**src/rtl/hs_rx_buffer.sv**
```systemverilog
// Receive-side buffer: valid/ready input into a show-ahead FIFO, valid/ready output,
// plus accepted-word statistics and a sticky upstream handshake-violation flag.
module hs_rx_buffer #(
  parameter int DATA_W = 16,
  parameter int DEPTH  = 4,
  localparam int AW    = $clog2(DEPTH)
) (
  input  logic              clk,
  input  logic              rst,
  input  logic [DATA_W-1:0] data_in,
  input  logic              valid_in,
  output logic              ready_out,
  output logic [DATA_W-1:0] dout,
  output logic              dout_valid,
  input  logic              dout_ready,
  output logic [AW:0]       level,
  output logic [15:0]       acc_count,
  output logic [31:0]       acc_sum,
  output logic              proto_err
);

  logic [DATA_W-1:0] r_mem [DEPTH];
  logic [AW-1:0]     r_wr_ptr;
  logic [AW-1:0]     r_rd_ptr;
  logic [AW:0]       r_level;
  logic [15:0]       r_acc_count;
  logic [31:0]       r_acc_sum;
  logic              r_pend;
  logic [DATA_W-1:0] r_held;
  logic              r_proto_err;

  logic              w_push;
  logic              w_pop;
  logic              w_viol;

  // Full/empty come only from the registered level, so ready never depends on valid_in.
  assign ready_out  = (r_level != (AW+1)'(DEPTH));
  assign dout_valid = (r_level != (AW+1)'(0));
  assign w_push     = valid_in & ready_out;
  assign w_pop      = dout_valid & dout_ready;
  assign w_viol     = r_pend & (~valid_in | (data_in != r_held));

  assign level     = r_level;
  assign acc_count = r_acc_count;
  assign acc_sum   = r_acc_sum;
  assign proto_err = r_proto_err;

  // Head word, forced to zero when empty so stale entries never leak out.
  always_comb begin
    dout = '0;
    if (dout_valid) begin
      dout = r_mem[r_rd_ptr];
    end else begin
      dout = '0;
    end
  end

  // Storage array; a push in the reset cycle is dropped.
  always_ff @(posedge clk) begin
    if (!rst && w_push) begin
      r_mem[r_wr_ptr] <= data_in;
    end
  end

  // Pointers and occupancy.
  always_ff @(posedge clk) begin
    if (rst) begin
      r_wr_ptr <= '0;
      r_rd_ptr <= '0;
      r_level  <= '0;
    end else begin
      if (w_push) r_wr_ptr <= r_wr_ptr + AW'(1);
      if (w_pop)  r_rd_ptr <= r_rd_ptr + AW'(1);
      case ({w_push, w_pop})
        2'b10:   r_level <= r_level + (AW+1)'(1);
        2'b01:   r_level <= r_level - (AW+1)'(1);
        default: r_level <= r_level;
      endcase
    end
  end

  // Running statistics over accepted words.
  always_ff @(posedge clk) begin
    if (rst) begin
      r_acc_count <= 16'd0;
      r_acc_sum   <= 32'd0;
    end else if (w_push) begin
      r_acc_count <= r_acc_count + 16'd1;
      r_acc_sum   <= r_acc_sum + 32'(data_in);
    end
  end

  // A stalled offer must stay valid with unchanged data until it is taken.
  always_ff @(posedge clk) begin
    if (rst) begin
      r_pend      <= 1'b0;
      r_held      <= '0;
      r_proto_err <= 1'b0;
    end else begin
      r_pend <= valid_in & ~ready_out;
      r_held <= data_in;
      if (w_viol) r_proto_err <= 1'b1;
    end
  end

endmodule

```
**config.mk**
```make
export PLATFORM = sky130hd
export DESIGN_NAME = hs_rx_buffer
export DESIGN_NICKNAME = d
export VERILOG_FILES = /design/src/rtl/hs_rx_buffer.sv
export SDC_FILE = /design/constraint.sdc
export NUM_CORES = 1
export LEC_CHECK = 0
export ABC_CLOCK_PERIOD_IN_PS = 7400
export BUFFER_PORTS_ARGS = -buffer_cell sky130_fd_sc_hd__buf_4
export CAP_MARGIN = 20
export CORE_MARGIN = 1.5
export CORE_UTILIZATION = 38
export CTS_CLUSTER_SIZE = 30
export DETAILED_ROUTE_END_ITERATION = 6
export HOLD_SLACK_MARGIN = 0.03
export PLACE_DENSITY = 0.64
export SLEW_MARGIN = 30
export SYNTH_ARGS = -nofsm -noshare
export SYNTH_HDL_FRONTEND = slang
export SYNTH_SLANG_ARGS = --single-unit
export TNS_END_PERCENT = 30
```
**constraint.sdc**
```tcl
create_clock -name clk -period 7.4 [get_ports clk]
set_input_delay 0.74 -clock clk [delete_from_list [all_inputs] [get_ports clk]]
set_output_delay 0.74 -clock clk [all_outputs]
set_load 0.005 [all_outputs]
```
-- After elaboration in Yosys (flattened, before gate mapping)
Memories as Yosys holds them, arrays and structs flattened. A register that Yosys moved wholly into a read port is not among the register bits.
Index checks and enable logic that the tools add are counted.
- word-level logic and storage cells: 36
- memories: 1
- output and inout port bits: 70
- input bits: 20
- register bits: 73
- bits in writable memories: 64
- memories (name ; depth ; bits a word ; read ports ; clocked after Yosys merged registers in ; wr ports ; RTL line ; source):
    r_mem ; 4 ; 16 ; 1 ; 1 ; 1 ; 22 ; logic [DATA_W-1:0] r_mem [DEPTH];
- eq/ne operators: 4
- reductions and logical operators: 4
- $add $sub $neg: 6
- bitwise operators: 7
- mux-type cells: 6
- operators by type and width (cell ; number):
    $add A32 B16 Y32 ; 1
    $add A16 B1 Y16 const B ; 1
    $mux W16 ; 1
    $ne A16 B16 Y1 ; 1
    $pmux W3 S2 ; 1
    $add A2 B1 Y2 const B ; 2
    $and A1 B1 Y1 ; 4
    $mux W2 ; 2
    $add A3 B1 Y3 const B ; 1
    $ne A3 B3 Y1 const B ; 1
    $reduce_bool A3 Y1 ; 1
    $sub A3 B1 Y3 const B ; 1
    $eq A2 B1 Y1 const B ; 1
    $eq A2 B2 Y1 const B ; 1
    $mux W1 ; 2
    $not A1 Y1 ; 2
    $reduce_bool A2 Y1 ; 1
    $logic_and A1 B1 Y1 ; 1
    $logic_not A1 Y1 ; 1
    $or A1 B1 Y1 ; 1

-- Depth between registers and ports, before layout
Gate-level depths: netlist of run 1.
- word-level depth: 5
- depth in mapped cells: 10
- gate-level depth less buffers: 9

-- Least setup slack after synthesis of run 1
No wires, ideal clock.
- kind: in2reg
- start point: in data_in[6]
- end point: reg r_acc_sum[31], in the netlist acc_sum[31]
- arrival: 2.513 ns
- setup slack: 4.763 ns
- required time: 7.277 ns
- stages on the path: 9
- setup time: 0.123 ns
- path buffers: 2
- path through: ha_1 > buf_2 > a21oi_1 > o21ai_1 > nand3_1 > and3_1 > buf_6 > a2111oi_4 > mux2_1
- word-level cells in the longest chain between the ends: 1
- ends and longest elaborated chain (element ; RTL line ; source):
    start, declared ; 10 ; input logic [DATA_W-1:0] data_in,
    $add A32 B16 Y32 ; 89 ; r_acc_sum <= r_acc_sum + 32'(data_in);
    end signal, assigned ; 89 ;
    end, declared ; 27 ; logic [31:0] r_acc_sum;
No other way between the ends.
A chain may end at the register's enable or synchronous reset.

-- Worst setup path after layout of run 1
- start point: reg r_level[2], in the netlist level[2]
- end point: reg r_level[2], in the netlist level[2]
- word-level cells in the longest chain between the ends: 4
- elaborated cells between the ends (all ways): 10
- classes of those cells: add/sub (2); eq/ne (3); mux (1); bitwise (2); reduce/logical (2)
- ends and longest elaborated chain (element ; RTL line ; source):
    start, declared ; 25 ; logic [AW:0] r_level;
    start signal, assigned ; 75 ; 2'b10: r_level <= r_level + (AW+1)'(1);
    start signal, assigned ; 76 ; 2'b01: r_level <= r_level - (AW+1)'(1);
    start signal, assigned ; 77 ; default: r_level <= r_level;
    $ne A3 B3 Y1 / $reduce_bool A3 Y1 (equally long branches) ; 37, 38 ;
    $and A1 B1 Y1, on equally long branches ; 39, 40 ;
    $eq A2 B1 Y1 / $eq A2 B2 Y1 (equally long branches) ; 74 ; case ({w_push, w_pop})
    $pmux W3 S2 / $reduce_bool A2 Y1 (equally long branches) ; -- ;
Parallel ways exist; a longest one is shown, timed or not.

==> results of run 1 <==
-- metal layers --
metal,GRT usage,vias up,wire [microns]
met5,0,-,0
met4,0.0641,0,234
met3,0.0421,21,698
met2,0.284,111,6790
met1,0.214,2230,6700
li1,-,2232,-
-- where the power goes --
group | switching (mW) | internal, mW | leakage, nW | total, mW
Sequential | 0.0743 | 0.869 | 1.19 | 0.943
Combinational | 0.293 | 0.300 | 1.51 | 0.594
Clock | 0.314 | 0.494 | 0.257 | 0.807
-- critical path, cell delays in order, from the launching register on --
cell and delay, ns:
sky130_fd_sc_hd__dfxtp_1 0.38, sky130_fd_sc_hd__nor3b_2 0.43, sky130_fd_sc_hd__nor2_1 0.12, sky130_fd_sc_hd__inv_2 0.42, sky130_fd_sc_hd__ha_1 0.28, sky130_fd_sc_hd__inv_1 0.07, sky130_fd_sc_hd__fa_1 0.38, sky130_fd_sc_hd__xor2_1 0.17
sky130_fd_sc_hd__or3_1 0.31, sky130_fd_sc_hd__a21oi_1 0.16
-- worst max-delay path by stage --
stage | cells after the start | start | endpoint
finish | 9 | level[2]$_SDFFE_PP0P_ | level[2]$_SDFFE_PP0P_
global route | 9 | level[2]$_SDFFE_PP0P_ | level[2]$_SDFFE_PP0P_
CTS | 9 | level[2]$_SDFFE_PP0P_ | level[2]$_SDFFE_PP0P_
detailed placement | 9 | data_in[0] | acc_sum[26]$_SDFFE_PP0P_
global placement | 9 | data_in[0] | acc_sum[28]$_SDFFE_PP0P_
floorplan | 9 | data_in[6] | acc_sum[31]$_SDFFE_PP0P_
-- final cells by class --
cell class / count / share of cell area
multi-input combinational: 392 / 0.361
timing repair buffer: 91 / 0.0874
clock buffer: 21 / 0.0564
sequential: 139 / 0.438
inverter: 12 / 0.00576
clock inverter: 11 / 0.0159
tap: 220 / 0.0352
-- stage by stage --
step | instances | area (sq um) | total power [mW] | setup slack (ns)
after global placement | 854 | 7250 | 1.55 | 4.43
after CTS | 886 | 7810 | 2.38 | 4.55
final | 886 | 7820 | 2.34 | 4.59
after detailed placement | 854 | 7250 | 1.56 | 4.35
after global routing | 886 | 7820 | 2.47 | 4.38
after floorplan | 572 | 6410 | 1.33 | 4.76
-- state kept, by name (all words and copies together), names as in the netlist, named ones only --
register / cells
acc_count: 16
r_rd_ptr: 2
r_wr_ptr: 2
r_mem: 64
level: 3
r_pend: 1
r_held: 16
proto_err: 1
acc_sum: 32
-- cell families after synthesis --
kind of cell	Yosys count	share of synthesized area
mux	26	0.0737
simple gates	208	0.166
flops	139	0.534
buf+inv	41	0.0265
compound gates	88	0.0878
xor+xnor	46	0.0628
fa+ha+maj	24	0.0492
-- synthesized netlist by cell type (7+ instances only) --
library cell / n
sky130_fd_sc_hd__mux2_1: 10
sky130_fd_sc_hd__xor2_1: 15
sky130_fd_sc_hd__nor2_1: 51
sky130_fd_sc_hd__ha_1: 22
sky130_fd_sc_hd__inv_1: 10
sky130_fd_sc_hd__o21ai_0: 8
sky130_fd_sc_hd__edfxtp_1: 64
sky130_fd_sc_hd__or3_1: 7
sky130_fd_sc_hd__buf_2: 7
sky130_fd_sc_hd__dfxtp_1: 75
sky130_fd_sc_hd__nand3_1: 23
sky130_fd_sc_hd__nand4_1: 14
sky130_fd_sc_hd__a21o_1: 7
sky130_fd_sc_hd__nand2_1: 39
sky130_fd_sc_hd__a21oi_1: 38
sky130_fd_sc_hd__mux4_2: 16
sky130_fd_sc_hd__nor2b_1: 25
sky130_fd_sc_hd__a211oi_1: 8
sky130_fd_sc_hd__and2_1: 18
sky130_fd_sc_hd__and3_1: 12
sky130_fd_sc_hd__clkbuf_1: 19
sky130_fd_sc_hd__xnor2_1: 31
==> qor.txt, run 1 <==
=================================================================================
Slew at the pin closest to its max-slew limit                            0.933 ns
Largest net degree at the start of global routing                              50
Post-route DRC                                                                  0
Clock tree from TritonCTS                                                   built
Period minus WS final                                                     2.81 ns
Count of cell types in the netlist                                             49
Detailed-route wire length                                                14.4 mm
Average wire per cell in the routed design                           16.3 microns
Outcome                                                                 completed
Data arrival time at the worst-slack endpoint                             3.15 ns
Primary FF master, synth                                             sky130_fd_sc_hd__dfxtp_1
Leading cell types in the layout, fill and taps excluded             sky130_fd_sc_hd__buf_4, sky130_fd_sc_hd__dfxtp_1, sky130_fd_sc_hd__edfxtp_1, sky130_fd_sc_hd__nor2_1, sky130_fd_sc_hd__nand2_1
Share of async-settable or async-resettable flops after synthesis               0
HPWL reported at the end of detailed placement                            10.1 mm
Tot GR Track Use                                                            0.170
Die Ht                                                                133 microns
Post-synthesis sequential area ratio                                        0.534
Area of combinational cells with multiple inputs                     0.00282 sq mm
Area leader, netlist                                                 sky130_fd_sc_hd__edfxtp_1
CTS Buf Count                                                                  17
Final cycle utilization of the critical path                                0.380
# rows                                                                         47
Floorplan die width                                                   133 microns
Highest fanout seen on the critical path                                       28
Worst-path clk slew                                                       0.06 ns
Per-instance average area after synthesis                              11.2 sq um
Clk_skew                                                                0.0112 ns
Initial DRC Count                                                             173
Gate count of the mapped netlist                                              572
IO Count                                                                       90
Pre-antenna DRT Iters                                                           4
Vias/cell                                                                    5.19
Worst hold path type                                                 flop to flop
Maximum level of the CTS H-tree                                                 4
Number of failing hold endpoints at the final stage                             0
Leakage                                                                   2.97 nW
Hold Crit Start                                                      r_pend$_SDFF_PP0_
Clk buf depth                                                                   2
Critical path data required time                                          7.74 ns
Setup repair after global routing missed its margin                            no
# fillers                                                                    1522
Total setup buffers inserted after CTS                                          0
Worst VDD drop                                                           0.166 mV
Clock tree sinks                                                              139
Floorplan die area                                                   0.0177 sq mm
Worst hold slack                                                         0.461 ns
Worst reg2reg setup slack                                                 4.59 ns
Area of the core region                                              0.0165 sq mm
Mapped Nets                                                                   616
Critical Path Sink Type                                                      flop
Quantity of I/O buffers inserted on ports                                      89
Root buffer cell                                                     sky130_fd_sc_hd__clkbuf_16
ANT nets after route                                                            0
Source-to-sink clock delay at the later pin of the worst-skew pair        0.42 ns
Endpoint of the lowest-slack register-to-register path               level[2]$_SDFFE_PP0P_
Number of nets in the layout                                                  697
Share of post-route cells with drive strength above 1                       0.212
Storage element area                                                 0.00342 sq mm
Post-Route Setup TNS                                                         0 ns
Element type at the critical path start                                      flop
PostCTS Resize Cnt                                                              0
Worst Reg2Reg Path Length in Cells                                              9
CTS Hold Buffers Added                                                          0
Area growth from synthesis to final layout                                  21.8%
Worst reg2reg startpoint                                             level[2]$_SDFFE_PP0P_
Setup violations, final                                                         0
Largest cells by area after synthesis                                sky130_fd_sc_hd__edfxtp_1, sky130_fd_sc_hd__dfxtp_1, sky130_fd_sc_hd__mux4_2
Remaining global-route overflow                                                 0
Initial antenna violation count                                                 0
Diodes inserted                                                                 0
End of the worst hold path                                           proto_err$_SDFFE_PP0P_
Total number of yosys warnings                                                  0
Max Transition Viols Final                                                      0
Cells on Worst Hold Path                                                        2
Fmax                                                                      356 MHz
Fin util                                                                    0.473
Post-synth EDFFs                                                               64
Routed via count                                                             4594
First-pass GRT wire length                                                23.3 mm
Leading cell type in the layout, fill and taps excluded              sky130_fd_sc_hd__buf_4
Starting density of the core                                                0.388
Normalized max-slew margin                                                  0.378
Max-Cap Viols                                                                   0
Flip-flop and latch count after synthesis                                     139
Power density relative to cell area                                   300 mW/mm^2
Synthesized area                                                     0.00641 sq mm
Vias in the first global route                                               4550
Fraction of post-synthesis cell area in the top cell type by area           0.300
Final weighted congestion in routability-driven placement                   0.854
Critical path type                                                   flop to flop
=================================================================================
No activity file was read; power rests on OpenSTA's default activity.
==> run 2: changes to the inputs <==
--- a/config.mk
+++ b/config.mk
@@ -5,7 +5,7 @@
 export SDC_FILE = /design/constraint.sdc
 export NUM_CORES = 1
 export LEC_CHECK = 0
-export ABC_CLOCK_PERIOD_IN_PS = 7400
+export ABC_CLOCK_PERIOD_IN_PS = 2400
 export BUFFER_PORTS_ARGS = -buffer_cell sky130_fd_sc_hd__buf_4
 export CAP_MARGIN = 20
 export CORE_MARGIN = 1.5
@@ -13,7 +13,7 @@
 export CTS_CLUSTER_SIZE = 30
 export DETAILED_ROUTE_END_ITERATION = 6
 export HOLD_SLACK_MARGIN = 0.03
-export PLACE_DENSITY = 0.64
+export PLACE_DENSITY = 0.66
 export SLEW_MARGIN = 30
 export SYNTH_ARGS = -nofsm -noshare
 export SYNTH_HDL_FRONTEND = slang
==> constraint.sdc (replaced) <==
create_clock -name clk -period 2.4 [get_ports clk]
set_input_delay 0.24 -clock clk [delete_from_list [all_inputs] [get_ports clk]]
set_output_delay 0.24 -clock clk [all_outputs]
set_load 0.005 [all_outputs]
==> qor.txt, run 2 (synthesized netlist as in run 1, its figures left out) <==
=================================================================================
Slew at the pin closest to its max-slew limit                            0.869 ns   -0.0639 ns
Endpoint of the lowest-slack register-to-register path               acc_sum[22]$_SDFFE_PP0P_
Largest register by flop count                                              r_mem
Routed via count                                                             4742   +3.2%
Net Sw Power                                                              2.17 mW   +220%
# rows                                                                         47   unchanged
Logic pwr share                                                             0.281   +0.028
Fmax                                                                      436 MHz   +23%
Worst reg2reg setup slack                                                 0.11 ns   -4.48 ns
Area of the core region                                              0.0165 sq mm   unchanged
Clock tree sinks                                                              139   unchanged
Final cycle utilization of the critical path                                0.955   +0.575
Clock tree from TritonCTS                                                   built
CP Capture Point                                                     acc_sum[22]$_SDFFE_PP0P_
Worst VDD drop                                                           0.516 mV   +210%
ANT nets after route                                                            0   unchanged
Data arrival time at the worst-slack endpoint                             2.62 ns   -0.53 ns
Post-route DRC                                                                  0   unchanged
Worst Reg2Reg Path Length in Cells                                              8   -1
Critical path data required time                                          2.73 ns   -5.01 ns
Final weighted congestion in routability-driven placement                   0.882   +3.4%
Share of post-route cells with drive strength above 1                       0.266   +0.0538
Pre-antenna DRT Iters                                                           4   unchanged
Period minus WS final                                                     2.29 ns   -0.519 ns
Initial DRC Count                                                             176   +1.7%
Clk_skew                                                               0.00695 ns   -0.00421 ns
Switching power share of the total                                          0.282   -0.00835
Vias/cell                                                                    5.11   -1.5%
Highest fanout seen on the critical path                                        8   -71%
Largest net degree at the start of global routing                              82   +64%
Cell with the largest stage delay on the worst path                  sky130_fd_sc_hd__or4_1
Initial antenna violation count                                                 0   unchanged
Post-Route Setup TNS                                                         0 ns   unchanged
Source-to-sink clock delay at the later pin of the worst-skew pair        0.42 ns   about the same
First-pass GRT wire length                                                24.5 mm   +5.2%
Number of nets in the layout                                                  739   +6.0%
Max incr delay on CP                                                      0.46 ns   +0.03 ns
Element type at the critical path start                                      flop
Internal Power                                                            5.51 mW   +230%
Root buffer cell                                                     sky130_fd_sc_hd__clkbuf_16
Critical path type                                                   flop to flop
Part of the total power dissipated in sequential elements                   0.366   -0.036
Leading cell type in the layout, fill and taps excluded              sky130_fd_sc_hd__buf_4
Worst-path clk slew                                                       0.06 ns   about the same
Normalized max-slew margin                                                  0.420   +0.0426
Max reg flops                                                                  64   unchanged
Average wire per cell in the routed design                           16.5 microns   +1.2%
Vias in the first global route                                               4715   +3.6%
Die Ht                                                                133 microns   unchanged
Critical Path Sink Type                                                      flop
Worst hold path type                                                 input pin to flop
Area growth from synthesis to final layout                                  28.0%
Outcome                                                                 completed
Setup repair after global routing missed its margin                           yes
Total design power                                                        7.68 mW   +230%
Leakage                                                                   3.21 nW   +8.2%
Leading cell types in the layout, fill and taps excluded             sky130_fd_sc_hd__buf_4, sky130_fd_sc_hd__dfxtp_1, sky130_fd_sc_hd__edfxtp_1, sky130_fd_sc_hd__nor2_1, sky130_fd_sc_hd__nand2_1
Maximum level of the CTS H-tree                                                 4   unchanged
Diodes inserted                                                                 0   unchanged
Starting density of the core                                                0.388   unchanged
Max Transition Viols Final                                                      0   unchanged
Tot GR Track Use                                                            0.180   +0.00976
Worst reg2reg startpoint                                             acc_sum[10]$_SDFFE_PP0P_
Floorplan die width                                                   133 microns   unchanged
Crit-path leading delay family                                       compound AO/OA/AOI/OAI gates
HPWL reported at the end of detailed placement                            10.8 mm   +6.4%
Logic depth of the worst setup path including buffers                           8   -1
Remaining global-route overflow                                                 0   unchanged
Power density relative to cell area                                   935 mW/mm^2   +210%
Number of failing hold endpoints at the final stage                             0   unchanged
CTS Hold Buffers Added                                                          0   unchanged
Detailed-route wire length                                                15.3 mm   +6.0%
Quantity of I/O buffers inserted on ports                                      89   unchanged
CP startpoint                                                        acc_sum[10]$_SDFFE_PP0P_
CTS Buf Count                                                                  17   unchanged
Cells along the critical path                                        ha_1 > nand4_1 > o221a_1 > o22ai_1 > a31oi_1 > buf_4 > or4_1 > a21oi_1
Max-Cap Viols                                                                   0   unchanged
Setup violations, final                                                         0   unchanged
Crit path buffers/inverters                                                     1   -1
Clk buf depth                                                                   2   unchanged
IO Count                                                                       90   unchanged
Power share of the clock group                                              0.353   +0.009
Floorplan die area                                                   0.0177 sq mm   unchanged
=================================================================================
## run 2: cell count changes in the layout (fill, tap and decap cells not counted), moves of 2 or more
cell / delta
sky130_fd_sc_hd__buf_4: +42
sky130_fd_sc_hd__a211oi_2: +2
sky130_fd_sc_hd__bufinv_16: +2
sky130_fd_sc_hd__o21ai_2: +2
sky130_fd_sc_hd__a211oi_1: -2
sky130_fd_sc_hd__o21ai_1: -2
sky130_fd_sc_hd__clkinvlp_4: -2
sky130_fd_sc_hd__and3_2: -2
## run 2: routing by layer
layer	vias up	GRT usage	wire length, microns
met1	2305	0.222	6870
met2	108	0.304	7570
met5	-	0	0
met4	0	0.0641	154
li1	2314	-	-
met3	15	0.0483	686
## run 2: power by group through the flow
stage,sequential (mW),combinational (mW),clock (mW)
6_report,2.81,2.16,2.71
5_1_grt,2.83,2.37,2.90
4_1_cts,2.81,2.16,2.77
3_5_place_dp,2.86,2.15,0
3_3_place_gp,2.84,2.12,0
2_1_floorplan,2.83,1.27,0
## run 2: worst min-delay path by stage
| stage | start | to | slack, ns | depth (start not counted) |
|---|---|---|---|---|
| 3_3_place_gp | r_pend$_SDFF_PP0_ | proto_err$_SDFFE_PP0P_ | 0.44 | 2 |
| 2_1_floorplan | data_in[0] | r_mem[0][0]$_DFFE_PP_ | 0.34 | 0 |
| 6_report | data_in[13] | r_mem[2][13]$_DFFE_PP_ | 0.06 | 1 |
| 3_5_place_dp | r_pend$_SDFF_PP0_ | proto_err$_SDFFE_PP0P_ | 0.46 | 2 |
| 5_1_grt | data_in[13] | r_mem[0][13]$_DFFE_PP_ | 0.04 | 1 |
| 4_1_cts | data_in[13] | r_mem[2][13]$_DFFE_PP_ | 0.04 | 1 |
## run 2: area by class of cell
type | instances | area [sq um]
clock buffer | 21 | 440
clock inverter | 11 | 174
fill | 1507 | 8310
inverter | 12 | 45.0
multi-input combinational | 392 | 2860
sequential | 139 | 3420
tap | 220 | 275
timing repair buffer | 133 | 998
## run 2: timing repair
item | in CTS | in global routing
resized for setup | 0 | 9
endpoints found under the setup margin | 0 | 16
setup buffers | 0 | 0
## run 2: stage by stage
stage | instance area (sq um) | setup slack, ns | util | hold WS [ns] | std cells
after floorplan | 6410 | 0.0534 | - | 0.339 | 572
after global routing | 8210 | -0.00241 | 0.497 | 0.0372 | 928
after CTS | 8180 | 0.0105 | 0.495 | 0.0386 | 928
after global placement | 7560 | -0.00337 | 0.458 | 0.439 | 896
after detailed placement | 7560 | -0.0151 | 0.458 | 0.462 | 896
final | 8210 | 0.109 | 0.497 | 0.0593 | 928
